--- config.mk ---
export PLATFORM = sky130hd
export DESIGN_NAME = qenc_gen
export DESIGN_NICKNAME = d
export VERILOG_FILES = /design/src/rtl/qenc_gen.sv
export SDC_FILE = /design/constraint.sdc
export NUM_CORES = 1
export LEC_CHECK = 0
export BUFFER_PORTS_ARGS = -buffer_cell sky130_fd_sc_hd__buf_2
export CAP_MARGIN = 15
export CORE_ASPECT_RATIO = 1.5
export CORE_MARGIN = 4
export CORE_UTILIZATION = 45
export DETAILED_ROUTE_END_ITERATION = 12
export SYNTH_ARGS = -nofsm -noshare
export SYNTH_HDL_FRONTEND = slang
export SYNTH_SLANG_ARGS = --single-unit
--- constraint.sdc ---
create_clock -name clk -period 4.1 [get_ports clk]
set_input_delay 0.205 -clock clk [delete_from_list [all_inputs] [get_ports clk]]
set_output_delay 0.205 -clock clk [all_outputs]
set_load 0.01 [all_outputs]
--- src/rtl/qenc_gen.sv ---
// Quadrature encoder generator: emits a programmed number of A/B edges at a set rate and direction.
// Optional index output (rev counter, enc_z) enabled by defining QENC_INDEX_EN.
module qenc_gen #(
    parameter int CNT_W = 16,
    parameter int DIV_W = 16,
    parameter int POS_W = 32,
    parameter int CPR   = 64
) (
    input  logic             clk,
    input  logic             rstb,
    input  logic             start,
    input  logic             dir,
    input  logic [CNT_W-1:0] steps,
    input  logic [DIV_W-1:0] period,
    output logic             busy,
    output logic             done,
    output logic             enc_a,
    output logic             enc_b,
    output logic             enc_z,
    output logic [POS_W-1:0] position
);

    typedef enum logic [0:0] {IDLE = 1'b0, RUN = 1'b1} state_t;

    localparam logic [DIV_W-1:0] DIV_ONE  = DIV_W'(1);
    localparam logic [CNT_W-1:0] CNT_ONE  = CNT_W'(1);
    localparam logic [CNT_W-1:0] CNT_ZERO = CNT_W'(0);
    localparam logic [POS_W-1:0] POS_ONE  = POS_W'(1);

    if (CPR < 2) begin : g_cpr_check
        $error("qenc_gen: CPR must be at least 2");
    end

    state_t           state_q, state_d;
    logic             dir_q, dir_d;
    logic [CNT_W-1:0] rem_q, rem_d;
    logic [DIV_W-1:0] per_q, per_d;
    logic [DIV_W-1:0] cnt_q, cnt_d;
    logic [1:0]       ph_q, ph_d;
    logic [POS_W-1:0] pos_q, pos_d;
    logic             done_q, done_d;
    logic             accept_s, step_s, last_s;

    // AB is the 2-bit phase {A,B}; forward walks 00->10->11->01, reverse walks it backwards.
    function automatic logic [1:0] next_phase(input logic [1:0] ph, input logic rev);
        logic [1:0] nxt;
        case ({rev, ph})
            3'b0_00: nxt = 2'b10;
            3'b0_10: nxt = 2'b11;
            3'b0_11: nxt = 2'b01;
            3'b0_01: nxt = 2'b00;
            3'b1_00: nxt = 2'b01;
            3'b1_01: nxt = 2'b11;
            3'b1_11: nxt = 2'b10;
            3'b1_10: nxt = 2'b00;
            default: nxt = 2'b00;
        endcase
        return nxt;
    endfunction

    assign accept_s = (state_q == IDLE) && start && (steps != CNT_ZERO);
    assign step_s   = (state_q == RUN) && (cnt_q == DIV_W'(0));
    assign last_s   = step_s && (rem_q == CNT_ONE);

    // FSM state register
    always_ff @(posedge clk or negedge rstb) begin
        if (!rstb) begin
            state_q <= IDLE;
        end else begin
            state_q <= state_d;
        end
    end

    // FSM next-state logic
    always_comb begin
        state_d = state_q;
        case (state_q)
            IDLE:    state_d = accept_s ? RUN : IDLE;
            RUN:     state_d = last_s ? IDLE : RUN;
            default: state_d = IDLE;
        endcase
    end

    // Move datapath: latch on accept, then the divider reloads at every emitted edge
    always_comb begin
        dir_d  = dir_q;
        rem_d  = rem_q;
        per_d  = per_q;
        cnt_d  = cnt_q;
        ph_d   = ph_q;
        pos_d  = pos_q;
        done_d = 1'b0;
        if (accept_s) begin
            dir_d = dir;
            rem_d = steps;
            per_d = (period == DIV_W'(0)) ? DIV_ONE : period;
            cnt_d = per_d - DIV_ONE;
        end else if (step_s) begin
            rem_d  = rem_q - CNT_ONE;
            cnt_d  = per_q - DIV_ONE;
            ph_d   = next_phase(ph_q, dir_q);
            pos_d  = dir_q ? (pos_q - POS_ONE) : (pos_q + POS_ONE);
            done_d = last_s;
        end else if (state_q == RUN) begin
            cnt_d = cnt_q - DIV_ONE;
        end else begin
            // zero-length move: acknowledge with done, never leave IDLE
            done_d = start && (steps == CNT_ZERO);
        end
    end

    // Datapath and output registers
    always_ff @(posedge clk or negedge rstb) begin
        if (!rstb) begin
            dir_q  <= 1'b0;
            rem_q  <= CNT_ZERO;
            per_q  <= DIV_ONE;
            cnt_q  <= DIV_W'(0);
            ph_q   <= 2'b00;
            pos_q  <= POS_W'(0);
            done_q <= 1'b0;
        end else begin
            dir_q  <= dir_d;
            rem_q  <= rem_d;
            per_q  <= per_d;
            cnt_q  <= cnt_d;
            ph_q   <= ph_d;
            pos_q  <= pos_d;
            done_q <= done_d;
        end
    end

`ifdef QENC_INDEX_EN
    localparam int REV_W = $clog2(CPR);
    localparam logic [REV_W-1:0] REV_MAX = REV_W'(CPR - 1);

    logic [REV_W-1:0] rev_q, rev_d;
    logic             enc_z_q, enc_z_d;

    // Revolution counter follows each edge, wrapping at CPR in either direction
    always_comb begin
        rev_d = rev_q;
        if (step_s) begin
            if (!dir_q) begin
                rev_d = (rev_q == REV_MAX) ? REV_W'(0) : (rev_q + REV_W'(1));
            end else begin
                rev_d = (rev_q == REV_W'(0)) ? REV_MAX : (rev_q - REV_W'(1));
            end
        end else begin
            rev_d = rev_q;
        end
        enc_z_d = (rev_d == REV_W'(0));
    end

    // Index registers
    always_ff @(posedge clk or negedge rstb) begin
        if (!rstb) begin
            rev_q   <= REV_W'(0);
            enc_z_q <= 1'b1;
        end else begin
            rev_q   <= rev_d;
            enc_z_q <= enc_z_d;
        end
    end

    assign enc_z = enc_z_q;
`else
    assign enc_z = 1'b0;
`endif

    assign busy     = (state_q == RUN);
    assign done     = done_q;
    assign enc_a    = ph_q[1];
    assign enc_b    = ph_q[0];
    assign position = pos_q;

endmodule

==> reports/summary.json, run 1 <==
{
  "yosys": {
    "synth_fa_ha_area_share_pct": 7.708,
    "synth-edff-count": 0,
    "synth_compound_area_share_pct": 24.04,
    "synth_xor_xnor_area_share_pct": 6.393,
    "synth_most_common_cell": "nand2_1",
    "yosys_register_bits": 85,
    "post_synth_and_or_nand_nor_area_fraction_pct": 20.58,
    "synth_commonest_cells": "nand2_1, dfrtp_1, o21ai_0",
    "post_synth_inst_count": 640,
    "dominant_cells_by_area_after_synthesis": "dfrtp_1, ha_1, nand2_1, o21ai_0, a21oi_1",
    "synthMuxAreaShare_pct": 0.3787,
    "synth.yosys.seq_area_share_pct": 37.89,
    "warnings_from_yosys": 0,
    "synth_top_area_share_pct": 37.42,
    "syn_area_per_cell_um2": 8.776,
    "synth_area_mm2": 0.005617,
    "main_combinational_cell_family_by_area_after_synthesis": "compound AO/OA/AOI/OAI gates",
    "yosysTopAreaCell": "dfrtp_1",
    "dominantRegCellSynth": "dfrtp_1",
    "synth.lib_cells_used.distinct": 67,
    "syn_nets": 710,
    "synth_async_sr_flop_share_pct": 100.0
  },
  "detailed_routing": {
    "highest-signal-layer": "met4",
    "route.detailed.vias_per_inst": 5.846,
    "met2_length_um": 7806,
    "antenna_violating_nets_post_route": 0,
    "met3_wire_len_um": 548,
    "via_count": 5063,
    "wl_met1_um": 6139,
    "remaining_drc_errors": 0,
    "wl_per_cell_um": 17.22,
    "routed_wirelength_um": 14910,
    "drt_pre_antenna_iters": 5,
    "detail_route.iter0.violations": 190
  },
  "floorplanning": {
    "top_level_ports": 73,
    "std_cell_rows": 49,
    "die_w_um": 99.22,
    "dieArea_mm2": 0.01437,
    "initial_core_util_pct": 46.27,
    "die_height_um": 144.8,
    "core_mm2": 0.01214
  },
  "worst_hold_path": {
    "hold_path.class": "primary input to flip-flop"
  },
  "sta": {
    "grt_setup_unrepaired": "false",
    "tightest_slew_ns": 0.8902,
    "drv_slew": 0,
    "final.min_clock_period_ns": 3.594,
    "finalSetupTns_ns": 0,
    "clock.fmax_mhz": 278.3,
    "slew_headroom_pct": 40.65,
    "hold_fails_final_rpt": 0,
    "timing.clock.skew_ns": 0.009936,
    "layout_worst_path_cycle_share_pct": 87.65,
    "setup_viol_count_final": 0
  },
  "power_and_ir_drop": {
    "power.leakage_nw": 3.122,
    "post-layout-total-power_w": 0.003092,
    "power_density_mw_per_mm2": 477.0,
    "max-vdd-ir-drop_mv": 0.2770
  },
  "place": {
    "placed_cell_area_mm2": 0.006160,
    "routabilityCongestion": 0.9223,
    "place.detailed.hpwl_um": 11010,
    "buffer_ports.inserted": 71
  },
  "global_routing": {
    "grt_antenna_before_repair": 0,
    "globalRouteOverflowTotal": 0,
    "gr-usage-all-layers_pct": 21.15,
    "grt_pass1_vias": 5150,
    "grt_pass1_wl_um": 24580,
    "largest_net_degree_at_the_start_of_global_routing": 69
  },
  "critical_path": {
    "worstPathCellList": "or4b_4 -> nor4_4 -> a21oi_4 -> a221o_1 -> nor4_2 -> nand4_2 -> or3_1 -> a211oi_1",
    "critPathTopFamily": "simple AND/OR/NAND/NOR gates",
    "timing_worst_setup_path_type": "flip-flop to flip-flop",
    "timing.critical_path.fanout_max": 18,
    "rrSetupSlack_ns": 0.51,
    "path_buf_inv": 0,
    "critical_path.startpoint_type": "flip-flop",
    "cp_data_arrival_time_ns": 3.84,
    "critical_path.max_stage_delay_ns": 0.58,
    "cp-end-kind": "flip-flop",
    "cpMaxStageDelayCell": "or4b_4",
    "worst-endpoint-required_ns": 4.34
  },
  "clock_network": {
    "htree_levels": 3,
    "clock_path_buffers": 2,
    "cts_buffers": 9,
    "tritoncts_clock_tree": "yes",
    "clock_sinks": 85,
    "cts-resized-gates": 0,
    "clock_latency_ns": 0.34,
    "clock_pin_slew_reported_for_the_worst_setup_and_hold_paths_after_clock_tree_synthesis_ns": 0.06,
    "root_buffer": "clkbuf_16"
  },
  "outcome": {
    "run_status": "finished clean"
  },
  "layout": {
    "postLayoutCellArea_mm2": 0.006482,
    "layout-area-overhead-vs-synth_pct": 15.42,
    "postLayoutCoreUtil_pct": 53.40,
    "drive_above_1_share_pct": 15.85,
    "design.final.nets": 778,
    "fillers": 1168,
    "insertedDiodeCount": 0
  },
  "job": {
    "timing.max_cap.violations": 0
  }
}
flip-flops by register name (all words and copies together), names as in the netlist:
name and flops:
position 32, busy 1, done 1, cnt_q 16
ph_q 2, per_q 16, rem_q 16, dir_q 1
timing repair:
item / CTS / global route
hold buffers: 1 / 0
setup buffers: 0 / 0
hold endpoints to repair: 24 / 0
placed cells by master (no fill, tap or decap), types with 19 or more instances in the layout:
cell type  count
xor2_1        19
nand2_1       93
xnor2_1       22
o21ai_0       55
ha_1          33
nor2_1        38
dfrtp_1       84
buf_2         70
a21oi_1       42
a21o_1        24
kinds of logic after synthesis:
kind of cell / Yosys count
AO/OA/AOI/OAI: 202
buffers and inverters: 43
AND/OR/NAND/NOR: 232
XOR/XNOR: 41
multiplexers: 2
other: 1
adder cells (fa/ha/maj): 34
flip-flops: 85
worst reg2reg max path, cell delays in order, from the launching register on:
cell	delay, ns
dfrtp_1	0.40
or4b_4	0.58
nor4_4	0.53
a21oi_4	0.27
a221o_1	0.42
nor4_2	0.49
nand4_2	0.24
or3_1	0.37
a211oi_1	0.20
path summary, 6_finish.rpt:
path                       startpoint           end  depth (start not counted)
max                          cnt_q[1]     cnt_q[13]                          8
min                          steps[5]      rem_q[5]                          3
max reg2reg                  cnt_q[1]     cnt_q[13]                          8
min reg2reg                 per_q[12]     per_q[12]                          1
max in group asynchronous        rstb  position[21]                          3
min in group asynchronous        rstb   position[7]                          2
routing by layer:
layer / vias up / track usage (%)
li1: 2492 / -
met1: 2397 / 24.38
met2: 141 / 38.85
met3: 33 / 2.302
met4: 0 / 10.14
met5: - / 0
per-stage QoR:
stage / hold WS, ns / setup slack (ns) / std cells
6_report: 0.1014 / 0.5064 / 866
5_1_grt: 0.1044 / 0.2803 / 866
4_1_cts: 0.09188 / 0.5220 / 866
3_5_place_dp: 0.3608 / 0.5395 / 849
3_3_place_gp: 0.3538 / 0.6639 / 849
2_1_floorplan: -0.09059 / 0.7244 / 640
power breakdown:
group	switching, W	internal [W]	total (W)	leakage, nW
logic	0.000602	0.000439	0.00104	1.88
registers	0.000161	0.00103	0.00119	1.09
clock network	0.000338	0.000522	0.000860	0.152
total	0.00110	0.00199	0.00309	3.12
layout make-up:
cell class,count,area [um^2],share of cell area (%)
Timing Repair Buffer,82,442.9,6.833
Clock inverter,3,42.54,0.6562
Tap cell,153,191.4,2.953
Inverter,18,67.56,1.042
Sequential cell,85,2128,32.83
Clock buffer,13,270.3,4.169
Multi-Input combinational cell,512,3339,51.52
(Power assumes the default switching activity.)
==> run 2, diff against run 1 <==
--- a/config.mk
+++ b/config.mk
@@ -8,9 +8,10 @@
 export BUFFER_PORTS_ARGS = -buffer_cell sky130_fd_sc_hd__buf_2
 export CAP_MARGIN = 15
 export CORE_ASPECT_RATIO = 1.5
-export CORE_MARGIN = 4
+export CORE_MARGIN = 2
 export CORE_UTILIZATION = 45
 export DETAILED_ROUTE_END_ITERATION = 12
+export HOLD_SLACK_MARGIN = 0.15
 export SYNTH_ARGS = -nofsm -noshare
 export SYNTH_HDL_FRONTEND = slang
 export SYNTH_SLANG_ARGS = --single-unit
==> reports/summary.json, run 2 (synthesis gave the netlist of run 1 again) <==
{
  "sta": {
    "hold_fails_final_rpt": 0,
    "layout_worst_path_cycle_share_pct": 90.99,
    "tightest_slew_ns": 0.9086,
    "drv_slew": 0,
    "clock.fmax_mhz": 268.1,
    "final.min_clock_period_ns": 3.730,
    "setup_viol_count_final": 0,
    "finalSetupTns_ns": 0,
    "timing.clock.skew_ns": 0.01106,
    "slew_headroom_pct": 39.42,
    "grt_setup_unrepaired": "false",
    "layout_setup_ws_ns": 0.3696
  },
  "clock_network": {
    "clock_sinks": 85,
    "htree_levels": 3,
    "tritoncts_clock_tree": "yes",
    "cts_buffers": 9,
    "clock_path_buffers": 2,
    "clock_pin_slew_reported_for_the_worst_setup_and_hold_paths_after_clock_tree_synthesis_ns": 0.06,
    "root_buffer": "clkbuf_16",
    "clock_latency_ns": 0.34
  },
  "power_and_ir_drop": {
    "power.leakage_nw": 3.218,
    "pwr-share-seq_pct": 37.7,
    "netSwitchingPower_w": 0.001109,
    "power.internal_w": 0.002049,
    "max-vdd-ir-drop_mv": 0.2787,
    "p_sw_share_pct": 35.11,
    "power.combinational.fraction_pct": 33.7,
    "power.share.clock_pct": 28.6,
    "power_density_mw_per_mm2": 470.3
  },
  "global_routing": {
    "grt_antenna_before_repair": 0,
    "globalRouteOverflowTotal": 0,
    "gr-usage-all-layers_pct": 23.55,
    "grt_pass1_wl_um": 24990,
    "largest_net_degree_at_the_start_of_global_routing": 69,
    "grt_pass1_vias": 5234
  },
  "critical_path": {
    "cp_data_arrival_time_ns": 3.98,
    "worst-endpoint-required_ns": 4.35,
    "timing_worst_setup_path_type": "primary input to flip-flop",
    "critical_path.startpoint_type": "primary input",
    "timing.critical_path.fanout_max": 18,
    "cp-end-kind": "flip-flop"
  },
  "floorplanning": {
    "die_height_um": 140.8,
    "top_level_ports": 73,
    "std_cell_rows": 50,
    "dieArea_mm2": 0.01341,
    "initial_core_util_pct": 45.57,
    "die_w_um": 95.22,
    "core_mm2": 0.01232
  },
  "layout": {
    "design.final.nets": 799,
    "layout-area-overhead-vs-synth_pct": 19.56,
    "insertedDiodeCount": 0,
    "postLayoutCellArea_mm2": 0.006715,
    "mostFrequentLayoutCell": "nand2_1",
    "layout.cells.most_common_list": "nand2_1, dfrtp_1, buf_2",
    "max_ffs_per_register": 32,
    "drive_above_1_share_pct": 15.67
  },
  "detailed_routing": {
    "route.detailed.vias_per_inst": 5.715,
    "remaining_drc_errors": 0,
    "routed_wirelength_um": 14780,
    "wl_per_cell_um": 16.61,
    "via_count": 5086,
    "detail_route.iter0.violations": 178,
    "antenna_violating_nets_post_route": 0,
    "drt_pre_antenna_iters": 4
  },
  "place": {
    "buffer_ports.inserted": 71,
    "place.detailed.hpwl_um": 10870,
    "routabilityCongestion": 0.9109,
    "placement.setup.worst_slack_ns": 0.4729,
    "placed_cell_area_mm2": 0.006186
  },
  "outcome": {
    "run_status": "finished clean"
  },
  "worst_hold_path": {
    "hold_path.class": "primary input to flip-flop"
  },
  "job": {
    "timing.max_cap.violations": 0
  }
}
run 2: worst max-delay path, stage by stage:
cell	delay [ns]
dlygate4sd3_1	0.57
buf_2	0.14
nor4_1	0.67
a41oi_4	0.47
and2_1	0.34
a221o_1	0.34
nor4_4	0.42
nand4_2	0.23
or3_1	0.37
a211oi_1	0.20
run 2: power by group through the flow:
| stage | clock, W | combinational (W) | sequential [W] |
|---|---|---|---|
| 6_report | 0.000902 | 0.00106 | 0.00119 |
| 5_1_grt | 0.000973 | 0.00119 | 0.00122 |
| 4_1_cts | 0.000921 | 0.00106 | 0.00119 |
| 3_5_place_dp | 0 | 0.00104 | 0.00120 |
| 3_3_place_gp | 0 | 0.00102 | 0.00119 |
| 2_1_floorplan | 0 | 0.000785 | 0.00117 |
run 2: stage by stage:
stage,cells,util (%),hold slack [ns],power (W)
detailed placement,855,50.19,0.3023,0.002243
global placement,855,50.19,0.2931,0.002211
CTS,890,54.40,0.1508,0.003171
finish,890,54.49,0.1646,0.003158
floorplan,640,-,-0.09059,0.001954
global route,890,54.49,0.1670,0.003384
run 2: what timing repair did:
action                                 4_1_cts  5_1_grt
setup endpoints to repair                    0        1
endpoints found under the hold margin       70        0
resized for setup                            0        1
buffers inserted                             0        0
hold buffers                                19        0
run 2: area by class of cell:
| cell class | count | area, um^2 |
|---|---|---|
| Multi-Input combinational cell | 512 | 3351 |
| Inverter | 18 | 67.56 |
| Clock inverter | 3 | 67.56 |
| Tap cell | 156 | 195.2 |
| Timing Repair Buffer | 103 | 645.6 |
| Fill cell | 1121 | 5609 |
| Clock buffer | 13 | 260.3 |
| Sequential cell | 85 | 2128 |
run 2: layer usage:
metal	GRT usage, %	vias up	wire (um)
met3	4.329	35	513
met4	10.60	0	532
met2	41.03	117	7626
met1	27.55	2400	6112
li1	-	2534	-
met5	0	-	0
run 2: worst paths after layout:
| path | to | start | slack [ns] | cells after the start |
|---|---|---|---|---|
| min in group asynchronous | position[7] | rstb | 0.44 | 2 |
| min reg2reg | per_q[12] | per_q[12] | 0.48 | 1 |
| max | cnt_q[13] | steps[13] | 0.37 | 10 |
| max reg2reg | cnt_q[13] | cnt_q[1] | 0.47 | 8 |
| min | rem_q[0] | steps[0] | 0.16 | 3 |
| max in group asynchronous | per_q[0] | rstb | 2.74 | 3 |
==> run 3, diff against run 2 <==
--- a/config.mk
+++ b/config.mk
@@ -5,7 +5,7 @@
 export SDC_FILE = /design/constraint.sdc
 export NUM_CORES = 1
 export LEC_CHECK = 0
-export BUFFER_PORTS_ARGS = -buffer_cell sky130_fd_sc_hd__buf_2
+export BUFFER_PORTS_ARGS = -buffer_cell sky130_fd_sc_hd__buf_4
 export CAP_MARGIN = 15
 export CORE_ASPECT_RATIO = 1.5
 export CORE_MARGIN = 2
==> reports/summary.json, run 3 (synthesis gave the netlist of run 1 again) <==
{
  "detailed_routing": {
    "detail_route.iter0.violations": 225,
    "drt_pre_antenna_iters": 5,
    "remaining_drc_errors": 0,
    "via_count": 5207,
    "wl_per_cell_um": 16.82,
    "route.detailed.vias_per_inst": 5.844,
    "antenna_violating_nets_post_route": 0,
    "routed_wirelength_um": 14990
  },
  "place": {
    "routabilityCongestion": 0.8972,
    "buffer_ports.inserted": 71,
    "placed_cell_area_mm2": 0.006346,
    "place.detailed.hpwl_um": 10880,
    "placement.setup.worst_slack_ns": 0.4916
  },
  "layout": {
    "mostFrequentLayoutCell": "nand2_1",
    "max_ffs_per_register": 32,
    "fillers": 1097,
    "layout-area-overhead-vs-synth_pct": 22.21,
    "insertedDiodeCount": 0,
    "design.final.nets": 800,
    "postLayoutCoreUtil_pct": 55.70,
    "drive_above_1_share_pct": 15.65,
    "layout.cells.most_common_list": "nand2_1, dfrtp_1, buf_4",
    "postLayoutCellArea_mm2": 0.006864
  },
  "clock_network": {
    "cts_buffers": 9,
    "clock_pin_slew_reported_for_the_worst_setup_and_hold_paths_after_clock_tree_synthesis_ns": 0.06,
    "cts-resized-gates": 0,
    "htree_levels": 3,
    "clock_latency_ns": 0.34,
    "root_buffer": "clkbuf_16",
    "tritoncts_clock_tree": "yes",
    "cts_hold_repair.buffers": 22,
    "clock_sinks": 85,
    "clock_path_buffers": 2,
    "postcts_setup_bufs": 0
  },
  "job": {
    "timing.max_cap.violations": 0
  },
  "critical_path": {
    "timing.critical_path.fanout_max": 19,
    "timing_worst_setup_path_type": "primary input to flip-flop",
    "critical_path.startpoint_type": "primary input",
    "cp-end-kind": "flip-flop",
    "cp_data_arrival_time_ns": 4.01,
    "worst-endpoint-required_ns": 4.35
  },
  "global_routing": {
    "grt_pass1_wl_um": 24990,
    "grt_pass1_vias": 5280,
    "grt_antenna_before_repair": 0,
    "gr-usage-all-layers_pct": 23.36,
    "globalRouteOverflowTotal": 0,
    "largest_net_degree_at_the_start_of_global_routing": 69
  },
  "sta": {
    "setup_viol_count_final": 0,
    "tightest_slew_ns": 0.9580,
    "timing.clock.skew_ns": 0.009742,
    "clock.fmax_mhz": 265.8,
    "final.min_clock_period_ns": 3.763,
    "layout_setup_ws_ns": 0.3371,
    "layout_worst_path_cycle_share_pct": 91.78,
    "finalSetupTns_ns": 0,
    "fin_worst_hold_slack_ns": 0.1793,
    "grt_setup_unrepaired": "false",
    "hold_fails_final_rpt": 0,
    "slew_headroom_pct": 36.13,
    "drv_slew": 0
  },
  "power_and_ir_drop": {
    "p_sw_share_pct": 36.17,
    "pwr-share-seq_pct": 38.5,
    "netSwitchingPower_w": 0.001115,
    "power.combinational.fraction_pct": 34.8,
    "power.share.clock_pct": 26.7,
    "power.internal_w": 0.001968,
    "power.leakage_nw": 3.237,
    "power_density_mw_per_mm2": 449.2,
    "max-vdd-ir-drop_mv": 0.2860
  },
  "floorplanning": {
    "std_cell_rows": 50,
    "core_mm2": 0.01232,
    "initial_core_util_pct": 45.57,
    "die_w_um": 95.22,
    "dieArea_mm2": 0.01341,
    "top_level_ports": 73,
    "die_height_um": 140.8
  },
  "outcome": {
    "run_status": "finished clean"
  },
  "worst_hold_path": {
    "hold_path.class": "primary input to flip-flop"
  }
}
-- run 3: cell types whose count changed in the layout (fill, tap and decap cells not counted) --
| cell | change |
|---|---|
| clkbuf_1 | -2 |
| a41oi_4 | -1 |
| buf_4 | +68 |
| dlygate4sd3_1 | +3 |
| a41oi_2 | +1 |
| bufinv_16 | -2 |
| clkinv_2 | +2 |
| buf_2 | -70 |
| clkbuf_8 | +2 |
-- run 3: worst paths after layout --
path	start	endpoint	slack (ns)	depth (start not counted)
worst min register to register	per_q[13]	per_q[13]	0.48	1
max in group asynchronous	rstb	per_q[0]	2.71	3
worst min-delay path	steps[9]	rem_q[9]	0.18	3
worst max-delay path	steps[10]	cnt_q[13]	0.34	10
worst max register to register	cnt_q[1]	cnt_q[13]	0.51	8
min in group asynchronous	rstb	position[7]	0.45	2
-- run 3: routing by layer --
metal | wire (um) | part of all wire (%) | vias up | track usage, %
met5 | 0 | 0 | - | 0
met4 | 394 | 2.6 | 0 | 9.764
met3 | 506 | 3.4 | 32 | 2.940
met2 | 7856 | 52 | 133 | 41.33
met1 | 6232 | 42 | 2509 | 27.97
li1 | - | - | 2533 | -
-- run 3: worst max-delay path: stages --
cell	delay, ns
dlygate4sd3_1	0.54
buf_4	0.14
nor4_1	0.51
a41oi_2	0.62
and2_1	0.40
a221o_1	0.35
nor4_4	0.43
nand4_2	0.23
or3_1	0.36
a211oi_1	0.20
-- run 3: through the flow --
step | std cells | total power [W]
after CTS | 891 | 0.003099
after global placement | 853 | 0.002217
after global routing | 891 | 0.003299
after detailed placement | 853 | 0.002246
after floorplan | 640 | 0.001954
final | 891 | 0.003083
-- run 3: area by class of cell --
cell class | instances | area, um^2 | area share [%]
flip-flops and latches | 85 | 2128 | 31.01
well taps | 156 | 195.2 | 2.844
clock inverters | 3 | 17.52 | 0.2552
clock buffers | 13 | 280.3 | 4.083
inverters | 18 | 67.56 | 0.9843
multi-input cells | 512 | 3339 | 48.65
repair buffers | 104 | 835.8 | 12.18
-- run 3: power groups by stage --
stage	Sequential, W	Clock, W	Combinational [W]
2_1_floorplan	0.00117	0	0.000785
3_5_place_dp	0.00120	0	0.00105
6_report	0.00119	0.000823	0.00107
5_1_grt	0.00121	0.000882	0.00120
4_1_cts	0.00118	0.000843	0.00107
3_3_place_gp	0.00119	0	0.00103
